[src/rtl/axi_traffic_gen.sv]
// AXI4 traffic generator: writes an incrementing pattern burst, reads it back and
// counts mismatches. Channel field widths come from axi_tg_pkg; instance parameters must match.
package axi_tg_pkg;
   localparam int AXI_ADDR_W = 16;
   localparam int AXI_DATA_W = 32;
   localparam int AXI_IDW_W  = 4;
   localparam int AXI_IDR_W  = 4;

   typedef struct packed {
      logic [AXI_IDW_W-1:0]    aw_id;
      logic [AXI_ADDR_W-1:0]   aw_addr;
      logic [7:0]              aw_len;
      logic [2:0]              aw_size;
      logic [1:0]              aw_burst;
      logic                    aw_lock;
      logic [3:0]              aw_cache;
      logic [2:0]              aw_prot;
      logic                    aw_valid;
      logic [AXI_DATA_W-1:0]   w_data;
      logic [AXI_DATA_W/8-1:0] w_strb;
      logic                    w_last;
      logic                    w_valid;
      logic                    b_ready;
      logic [AXI_IDR_W-1:0]    ar_id;
      logic [AXI_ADDR_W-1:0]   ar_addr;
      logic [7:0]              ar_len;
      logic [2:0]              ar_size;
      logic [1:0]              ar_burst;
      logic                    ar_lock;
      logic [3:0]              ar_cache;
      logic [2:0]              ar_prot;
      logic                    ar_valid;
      logic                    r_ready;
   } axi_mosi_t;

   typedef struct packed {
      logic                    aw_ready;
      logic                    w_ready;
      logic [AXI_IDW_W-1:0]    b_id;
      logic [1:0]              b_resp;
      logic                    b_valid;
      logic                    ar_ready;
      logic [AXI_IDR_W-1:0]    r_id;
      logic [AXI_DATA_W-1:0]   r_data;
      logic [1:0]              r_resp;
      logic                    r_last;
      logic                    r_valid;
   } axi_miso_t;
endpackage

module axi_traffic_gen
   import axi_tg_pkg::*;
#(
   parameter int ADDR_WIDTH = AXI_ADDR_W,
   parameter int DATA_WIDTH = AXI_DATA_W,
   parameter int ID_W_WIDTH = AXI_IDW_W,
   parameter int ID_R_WIDTH = AXI_IDR_W,
   parameter int TG_ID      = 0
)(
   input  logic                  clk_in,
   input  logic                  rst_n,
   input  logic                  start_i,
   input  logic [ADDR_WIDTH-1:0] base_addr_i,
   input  logic [7:0]            len_i,
   input  logic [DATA_WIDTH-1:0] seed_i,
   output axi_mosi_t             out_mosi_o,
   input  axi_miso_t             out_miso_i,
   output logic                  busy_o,
   output logic                  done_o,
   output logic [7:0]            err_cnt_o,
   output logic                  pass_o
);
   localparam logic [2:0]            AX_SIZE = 3'($clog2(DATA_WIDTH/8));
   localparam logic [1:0]            BURST_INCR = 2'b01;
   localparam logic [ID_W_WIDTH-1:0] AW_ID = ID_W_WIDTH'(TG_ID);
   localparam logic [ID_R_WIDTH-1:0] AR_ID = ID_R_WIDTH'(TG_ID);

   typedef enum logic [2:0] {S_IDLE, S_AW, S_W, S_B, S_AR, S_R, S_DONE} state_t;

   state_t                state;
   logic [ADDR_WIDTH-1:0] addr_q;
   logic [7:0]            len_q;
   logic [DATA_WIDTH-1:0] seed_q;
   logic [7:0]            beat_q;
   logic [DATA_WIDTH-1:0] wdata_q;
   logic                  wlast_q;
   logic                  aw_valid_q, w_valid_q, b_ready_q, ar_valid_q, r_ready_q;
   logic                  busy_q, done_q, pass_q;
   logic [7:0]            err_q;
   logic [7:0]            err_inc;
   logic                  b_bad, r_bad, r_end;

   assign err_inc = (err_q == 8'hFF) ? 8'hFF : err_q + 8'd1;
   assign b_bad   = (out_miso_i.b_resp != 2'b00) || (out_miso_i.b_id != AW_ID);
   // At most one error per read beat, however many fields are wrong.
   assign r_bad   = (out_miso_i.r_data != seed_q + DATA_WIDTH'(beat_q)) ||
                    (out_miso_i.r_resp != 2'b00) || (out_miso_i.r_id != AR_ID) ||
                    (out_miso_i.r_last != (beat_q == len_q));
   assign r_end   = out_miso_i.r_last || (beat_q == len_q);

   always_ff @(posedge clk_in or negedge rst_n) begin
      if (!rst_n) begin
         state      <= S_IDLE;
         addr_q     <= '0;
         len_q      <= '0;
         seed_q     <= '0;
         beat_q     <= '0;
         wdata_q    <= '0;
         wlast_q    <= 1'b0;
         aw_valid_q <= 1'b0;
         w_valid_q  <= 1'b0;
         b_ready_q  <= 1'b0;
         ar_valid_q <= 1'b0;
         r_ready_q  <= 1'b0;
         busy_q     <= 1'b0;
         done_q     <= 1'b0;
         pass_q     <= 1'b0;
         err_q      <= '0;
      end else begin
         done_q <= 1'b0;
         case (state)
            S_IDLE, S_DONE: if (start_i) begin
               addr_q     <= base_addr_i;
               len_q      <= len_i;
               seed_q     <= seed_i;
               beat_q     <= '0;
               err_q      <= '0;
               pass_q     <= 1'b0;
               busy_q     <= 1'b1;
               aw_valid_q <= 1'b1;
               state      <= S_AW;
            end
            S_AW: if (out_miso_i.aw_ready) begin
               aw_valid_q <= 1'b0;
               w_valid_q  <= 1'b1;
               wdata_q    <= seed_q;
               wlast_q    <= (len_q == 8'd0);
               beat_q     <= '0;
               state      <= S_W;
            end
            S_W: if (out_miso_i.w_ready) begin
               if (beat_q == len_q) begin
                  w_valid_q <= 1'b0;
                  wlast_q   <= 1'b0;
                  b_ready_q <= 1'b1;
                  state     <= S_B;
               end else begin
                  beat_q  <= beat_q + 8'd1;
                  wdata_q <= wdata_q + DATA_WIDTH'(1);
                  wlast_q <= (beat_q + 8'd1 == len_q);
               end
            end
            S_B: if (out_miso_i.b_valid) begin
               if (b_bad) err_q <= err_inc;
               b_ready_q  <= 1'b0;
               ar_valid_q <= 1'b1;
               state      <= S_AR;
            end
            S_AR: if (out_miso_i.ar_ready) begin
               ar_valid_q <= 1'b0;
               r_ready_q  <= 1'b1;
               beat_q     <= '0;
               state      <= S_R;
            end
            S_R: if (out_miso_i.r_valid) begin
               if (r_bad) err_q <= err_inc;
               if (r_end) begin
                  r_ready_q <= 1'b0;
                  busy_q    <= 1'b0;
                  done_q    <= 1'b1;
                  pass_q    <= ((r_bad ? err_inc : err_q) == 8'd0);
                  beat_q    <= '0;
                  state     <= S_DONE;
               end else begin
                  beat_q <= beat_q + 8'd1;
               end
            end
            default: state <= S_IDLE;
         endcase
      end
   end

   always_comb begin
      out_mosi_o          = '0;
      out_mosi_o.aw_id    = AW_ID;
      out_mosi_o.aw_addr  = addr_q;
      out_mosi_o.aw_len   = len_q;
      out_mosi_o.aw_size  = AX_SIZE;
      out_mosi_o.aw_burst = BURST_INCR;
      out_mosi_o.aw_valid = aw_valid_q;
      out_mosi_o.w_data   = wdata_q;
      out_mosi_o.w_strb   = '1;
      out_mosi_o.w_last   = wlast_q;
      out_mosi_o.w_valid  = w_valid_q;
      out_mosi_o.b_ready  = b_ready_q;
      out_mosi_o.ar_id    = AR_ID;
      out_mosi_o.ar_addr  = addr_q;
      out_mosi_o.ar_len   = len_q;
      out_mosi_o.ar_size  = AX_SIZE;
      out_mosi_o.ar_burst = BURST_INCR;
      out_mosi_o.ar_valid = ar_valid_q;
      out_mosi_o.r_ready  = r_ready_q;
   end

   assign busy_o    = busy_q;
   assign done_o    = done_q;
   assign err_cnt_o = err_q;
   assign pass_o    = pass_q;
endmodule

[config.mk]
export PLATFORM = sky130hd
export DESIGN_NAME = axi_traffic_gen
export DESIGN_NICKNAME = d
export VERILOG_FILES = /design/src/rtl/axi_traffic_gen.sv
export SDC_FILE = /design/constraint.sdc
export NUM_CORES = 1
export LEC_CHECK = 0
export ABC_CLOCK_PERIOD_IN_PS = 3300
export BUFFER_PORTS_ARGS = -buffer_cell sky130_fd_sc_hd__buf_4
export CAP_MARGIN = 20
export CORE_MARGIN = 2
export CORE_UTILIZATION = 47
export CTS_BUF_LIST = sky130_fd_sc_hd__clkbuf_4 sky130_fd_sc_hd__clkbuf_8 sky130_fd_sc_hd__clkbuf_16
export CTS_CLUSTER_DIAMETER = 50
export DETAILED_ROUTE_END_ITERATION = 7
export GPL_TIMING_DRIVEN = 0
export PLACE_DENSITY = 0.83
export SLEW_MARGIN = 20
export SYNTH_ARGS = -nofsm -noshare
export SYNTH_HDL_FRONTEND = slang
export SYNTH_SLANG_ARGS = --single-unit
[constraint.sdc]
create_clock -name clk_in -period 3.3 [get_ports clk_in]
set_input_delay 0.495 -clock clk_in [delete_from_list [all_inputs] [get_ports clk_in]]
set_output_delay 0.495 -clock clk_in [all_outputs]
set_load 0.01 [all_outputs]
* After elaboration in Yosys (flattened, before gate mapping)
Cells that the tools add are included.
** Operators by class
- Add/sub/neg operators :: 4
- Multiply operators :: 0
- Div/mod/pow operators :: 0
- Order comparisons :: 0
- Eq/ne operators :: 21
- Shift operators :: 0
- Muxes and demuxes :: 57
- Bitwise gates (word level) :: 0
- Reduce and logical (&&, ||, !) cells :: 33
** Operators with widths (number)
- $mux W32 :: 3
- $mux W8 :: 12
- $pmux W32 S2 :: 1
- $pmux W8 S5 :: 1
- $add A32 B1 Y32 const B :: 1
- $add A32 B8 Y32 :: 1
- $ne A32 B32 Y1 :: 1
- $mux W3 :: 8
- $pmux W8 S3 :: 1
- $mux W1 :: 22
- $ne A2 B2 Y1 const B :: 10
- $reduce_and A4 Y1 :: 5
- $pmux W3 S6 :: 1
- $add A8 B1 Y8 const B :: 2
- $eq A8 B8 Y1 :: 2
- $logic_not A8 Y1 :: 2
- $pmux W1 S2 :: 8
- $reduce_bool A2 Y1 :: 8
- $eq A3 B3 Y1 const B :: 3
- $reduce_and A3 Y1 :: 3
- $eq A8 B8 Y1 const B :: 1
- $reduce_and A8 Y1 :: 1
- $reduce_bool A4 Y1 :: 2
- $reduce_and A7 Y1 :: 1
- other kinds (10) :: 15
** Storage, ports and cells
- Flip-flop bits (word level) :: 116
- Latch bits :: 0
- Memory bits (writable) :: 0
- Memory bits (read-only) :: 0
- Input port bits :: 109
- Output and inout bits :: 135
- Word-level logic and storage cells :: 131
- Memories kept :: 0

* Longest topological paths before layout
- Depth in word-level cells :: 10
- Mapped depth :: 14
- Depth with buffers taken out :: 13

* Worst setup path before layout
No wires, ideal clock.
- Path type :: register -> register
- Start :: register beat_q[0]
- End :: register pass_q, in the netlist pass_o
- Library setup time :: 66 ps
- Arrival time :: 3202 ps
- Required time :: 3234 ps
- Slack :: 33 ps
- Stages on the path, launching flop included :: 14
- Path buffers :: 1
- Period minus slack after synthesis :: 3267 ps
- Cell sequence :: dfrtp_1 ha_1 fa_1 a211oi_1 o211a_1 buf_6 nor2_2 a2111oi_0 o311ai_1 a2111oi_4 nand2_4 mux2_4 o21ai_2 o31a_1
** Between the ends
- Cells in the longest elaborated chain, start to end :: 10
- Elaborated cells on any way between the ends :: 15
- Those cells by class :: add/sub: 1; eq/ne: 4; mux: 4; reduce/logical: 6
** RTL lines
- start, declared :: line 84 : logic [7:0] beat_q;
- start signal, assigned :: line 148 : beat_q <= beat_q + 8'd1;
- start signal, assigned :: line 175 : beat_q <= beat_q + 8'd1;
- $add A32 B8 Y32 :: line 96 : assign r_bad = (out_miso_i.r_data != seed_q + DATA_WIDTH'(beat_q)) ||
- $ne A32 B32 Y1 :: line 96
- $logic_or A1 B1 Y1 :: line 96
- $logic_or A1 B1 Y1 (2 in a row) :: line 97 : (out_miso_i.r_resp != 2'b00) || (out_miso_i.r_id != AR_ID) ||
- $mux W8
- $logic_not A8 Y1 :: line 171 : pass_q <= ((r_bad ? err_inc : err_q) == 8'd0);
- $mux W1 :: line 167 : if (r_end) begin
- $mux W1 :: line 165 : S_R: if (out_miso_i.r_valid) begin
- $pmux W1 S2 :: line 121 : case (state)
- end signal, assigned :: line 171
- end, declared :: line 88 : logic busy_q, done_q, pass_q;
Several ways; a longest one is shown, not always the timed one. The select of a mux whose other input is x is not followed.
A chain may end at the register's enable or synchronous reset.

* Final worst setup path
- Start :: register beat_q[1]
- End :: register pass_q, in the netlist pass_o
The elaborated chain is that of the path after synthesis.

==> metrics.txt <==
outcome finished, violations left; violated checks hold timing, setup timing; clk sinks between 100 and 150; synthesis-to-finish area growth 40.3%; min Tclk post-route 3450 ps; Slew Limit Fails 0; DR pass1 iterations 6; worst setup path category register to register; Mean Syn Cell Area 8.97 um2; pin count of the biggest net entering global routing 74; # H-tree levels 4; post-detailed-route count of antenna-violating nets 0; skew final 14.7 ps; I/O Buffers 205; Ant. Diodes 0; starting density of the core between 40 and 50%; Post-Syn Area just under 8000 um2; setup violators final 8; post-route cell area 10900 um2; Post-synth EDFFs 0; Iteration-0 DRC Markers slightly above 600; CP required 3650 ps; pwr dens about 900 nW/um2; fin nets between 1k and 1.5k; share of cells above drive strength 1 39.3%; hpwl dp 17900 um; initial antenna violation count 0; CTS buffer count 17; vias in the first global route 7469; CORE AREA roughly 16000 um2; CTS Buffer Depth 2; CP Max Fanout 5; sequential area share after synthesis 37.4%; main flop type after synthesis dfrtp_1; leakage power between 4 and 5 nW; utilization after layout 68.1%; clk_lat worst skew 430 ps; worst setup slack after layout -146 ps; Reg clk slew, reported paths approximately 60 ps; gpl congestion approximately 0.97; Horiz. Die Dim 133 um; Crit. End Element register; number of max-cap violations 0; endpoints failing hold 11; row count 46; yosys warns 0; Area after DPL about 9700 um2; Die ar. 17600 um2; Slew HR a little over two fifths; worst slew pin tran 839 ps; crit path launch type register; synth unique cells 78; Vias/cell 5.67; WP data arrival 3800 ps; Overall Global Routing Usage 28.3%; hold buffers post-CTS 0; Design Power 10.1 mW; die height 133 um; peak supply drop 623 uV; commonest non-fill, non-tap cells in the layout buf_4 (294), dfrtp_1 (106), nand2_1 (78), a21oi_1 (65), o21ai_0 (55); most common cell after layout, fill and taps aside buf_4; FFs w/ async S/R, synth 100%; WL/cell between 15 and 20 um; global-route wire length before repair 39400 um; Seq cells post-synth 116; via count approximately 7.8k; FMAX 290 MHz; final worst path period share 104%; DRC Markers 0; CTS tree yes; Ports about 240; hold slack -25.5 ps; RSZ-0062 raised after global routing true; Hold WC Path Type primary input to async pin; CTS root buffer clkbuf_16; global route overflow 0; Synth Instances 866; pre-CTS setup slack -738 ps; Post-Route WL 25400 um
## logic make-up (layout without fill, tap and decap cells)
logic type / count (synthesis) / in the layout / synth area share [%]
adder cells (fa/ha/maj): 13 / 13 / 2.19
AND/OR/NAND/NOR: 279 / 280 / 18.3
XOR/XNOR: 60 / 60 / 6.77
other: 2 / 38 / 0.0967
buffers and inverters: 117 / 379 / 9.20
multiplexers: 61 / 61 / 8.80
flip-flops: 116 / 116 / 37.4
AO/OA/AOI/OAI: 218 / 218 / 17.3
## critical path: stages, from the launching register on
cell and delay (ps):
dfrtp_2 450, buf_12 150, ha_4 280, a211oi_4 70
or3_4 370, a2111oi_4 380, mux2i_1 300, o311ai_2 160
a2111oi_4 360, buf_6 180, nand2_8 70, mux2_4 310
o21ai_2 110, o31a_1 150
## flip-flops by register name, summed over array words and instances, names as in the netlist
signal,count
b_ready_q,1
ar_valid_q,1
err_cnt_o,8
pass_o,1
beat_q,8
wdata_q,32
state,3
r_ready_q,1
done_o,1
addr_q,16
wlast_q,1
aw_valid_q,1
busy_o,1
seed_q,32
len_q,8
w_valid_q,1
## metal layers
layer	track usage (%)	wire length [um]
met1	35.7	10000
met2	46.9	12100
met3	7.55	2500
met4	9.56	792
met5	0	0
## path summary, 6_finish.rpt
kind | start | end | slack (ps) | cells past startpoint
max | beat_q[1]$_DFFE_PN0P_ | pass_o$_DFFE_PN0P_ | -150 | 13
min | rst_n | addr_q[0]$_DFFE_PN0P_ | -30 | 1
max reg2reg | beat_q[1]$_DFFE_PN0P_ | pass_o$_DFFE_PN0P_ | -150 | 13
min reg2reg | busy_o$_DFFE_PN0P_ | busy_o$_DFFE_PN0P_ | 510 | 2
max in group asynchronous | rst_n | wdata_q[20]$_DFFE_PN0P_ | 2580 | 2
min in group clk_in | seed_i[8] | seed_q[8]$_DFFE_PN0P_ | 270 | 3
## power by group
group          internal [mW]  switching, mW  total [mW]
Sequential              2.06          0.944        3.00
Clock                   1.21          0.742        1.96
Combinational           2.57           2.56        5.13
## repair_timing
action                                  4_1_cts  5_1_grt
gates resized for setup                      37       27
buffers inserted                             10       15
cloned                                        1        0
pin swaps                                    19       17
endpoints found under the setup margin        9       25
## final cells by class
type / count / area, um2
Tap cell: 216 / 270
Clock buffer: 18 / 439
Timing Repair Buffer: 231 / 1790
Clock inverter: 13 / 174
Inverter: 13 / 48.8
Buffer: 104 / 679
Multi-Input combinational cell: 670 / 4590
Sequential cell: 116 / 2920
Fill cell: 1253 / 5100
## cell usage after synthesis, types with 12 or more instances
cell / count / area share, %
a21oi_1: 68 / 4.4
and3_1: 17 / 1.4
buf_4: 68 / 6.6
clkbuf_1: 30 / 1.5
dfrtp_1: 116 / 37
ha_1: 12 / 1.9
inv_1: 12 / 0.58
mux2_2: 54 / 7.8
nand2_1: 79 / 3.8
nand3_1: 39 / 2.5
nor2_1: 52 / 2.5
nor3_1: 20 / 1.3
o21ai_0: 55 / 3.5
o22ai_1: 19 / 1.5
xnor2_1: 38 / 4.3
xor2_1: 22 / 2.5
## through the flow
stage	setup TNS, ps	cells	hold slack [ps]
after floorplan	0	902	199
after global placement	-7060	1323	495
after detailed placement	-5890	1324	448
after CTS	-73.7	1366	1.24
after global routing	-1380	1381	7.12
final	-671	1381	-25.5
Power figures use the tool's default switching activity.
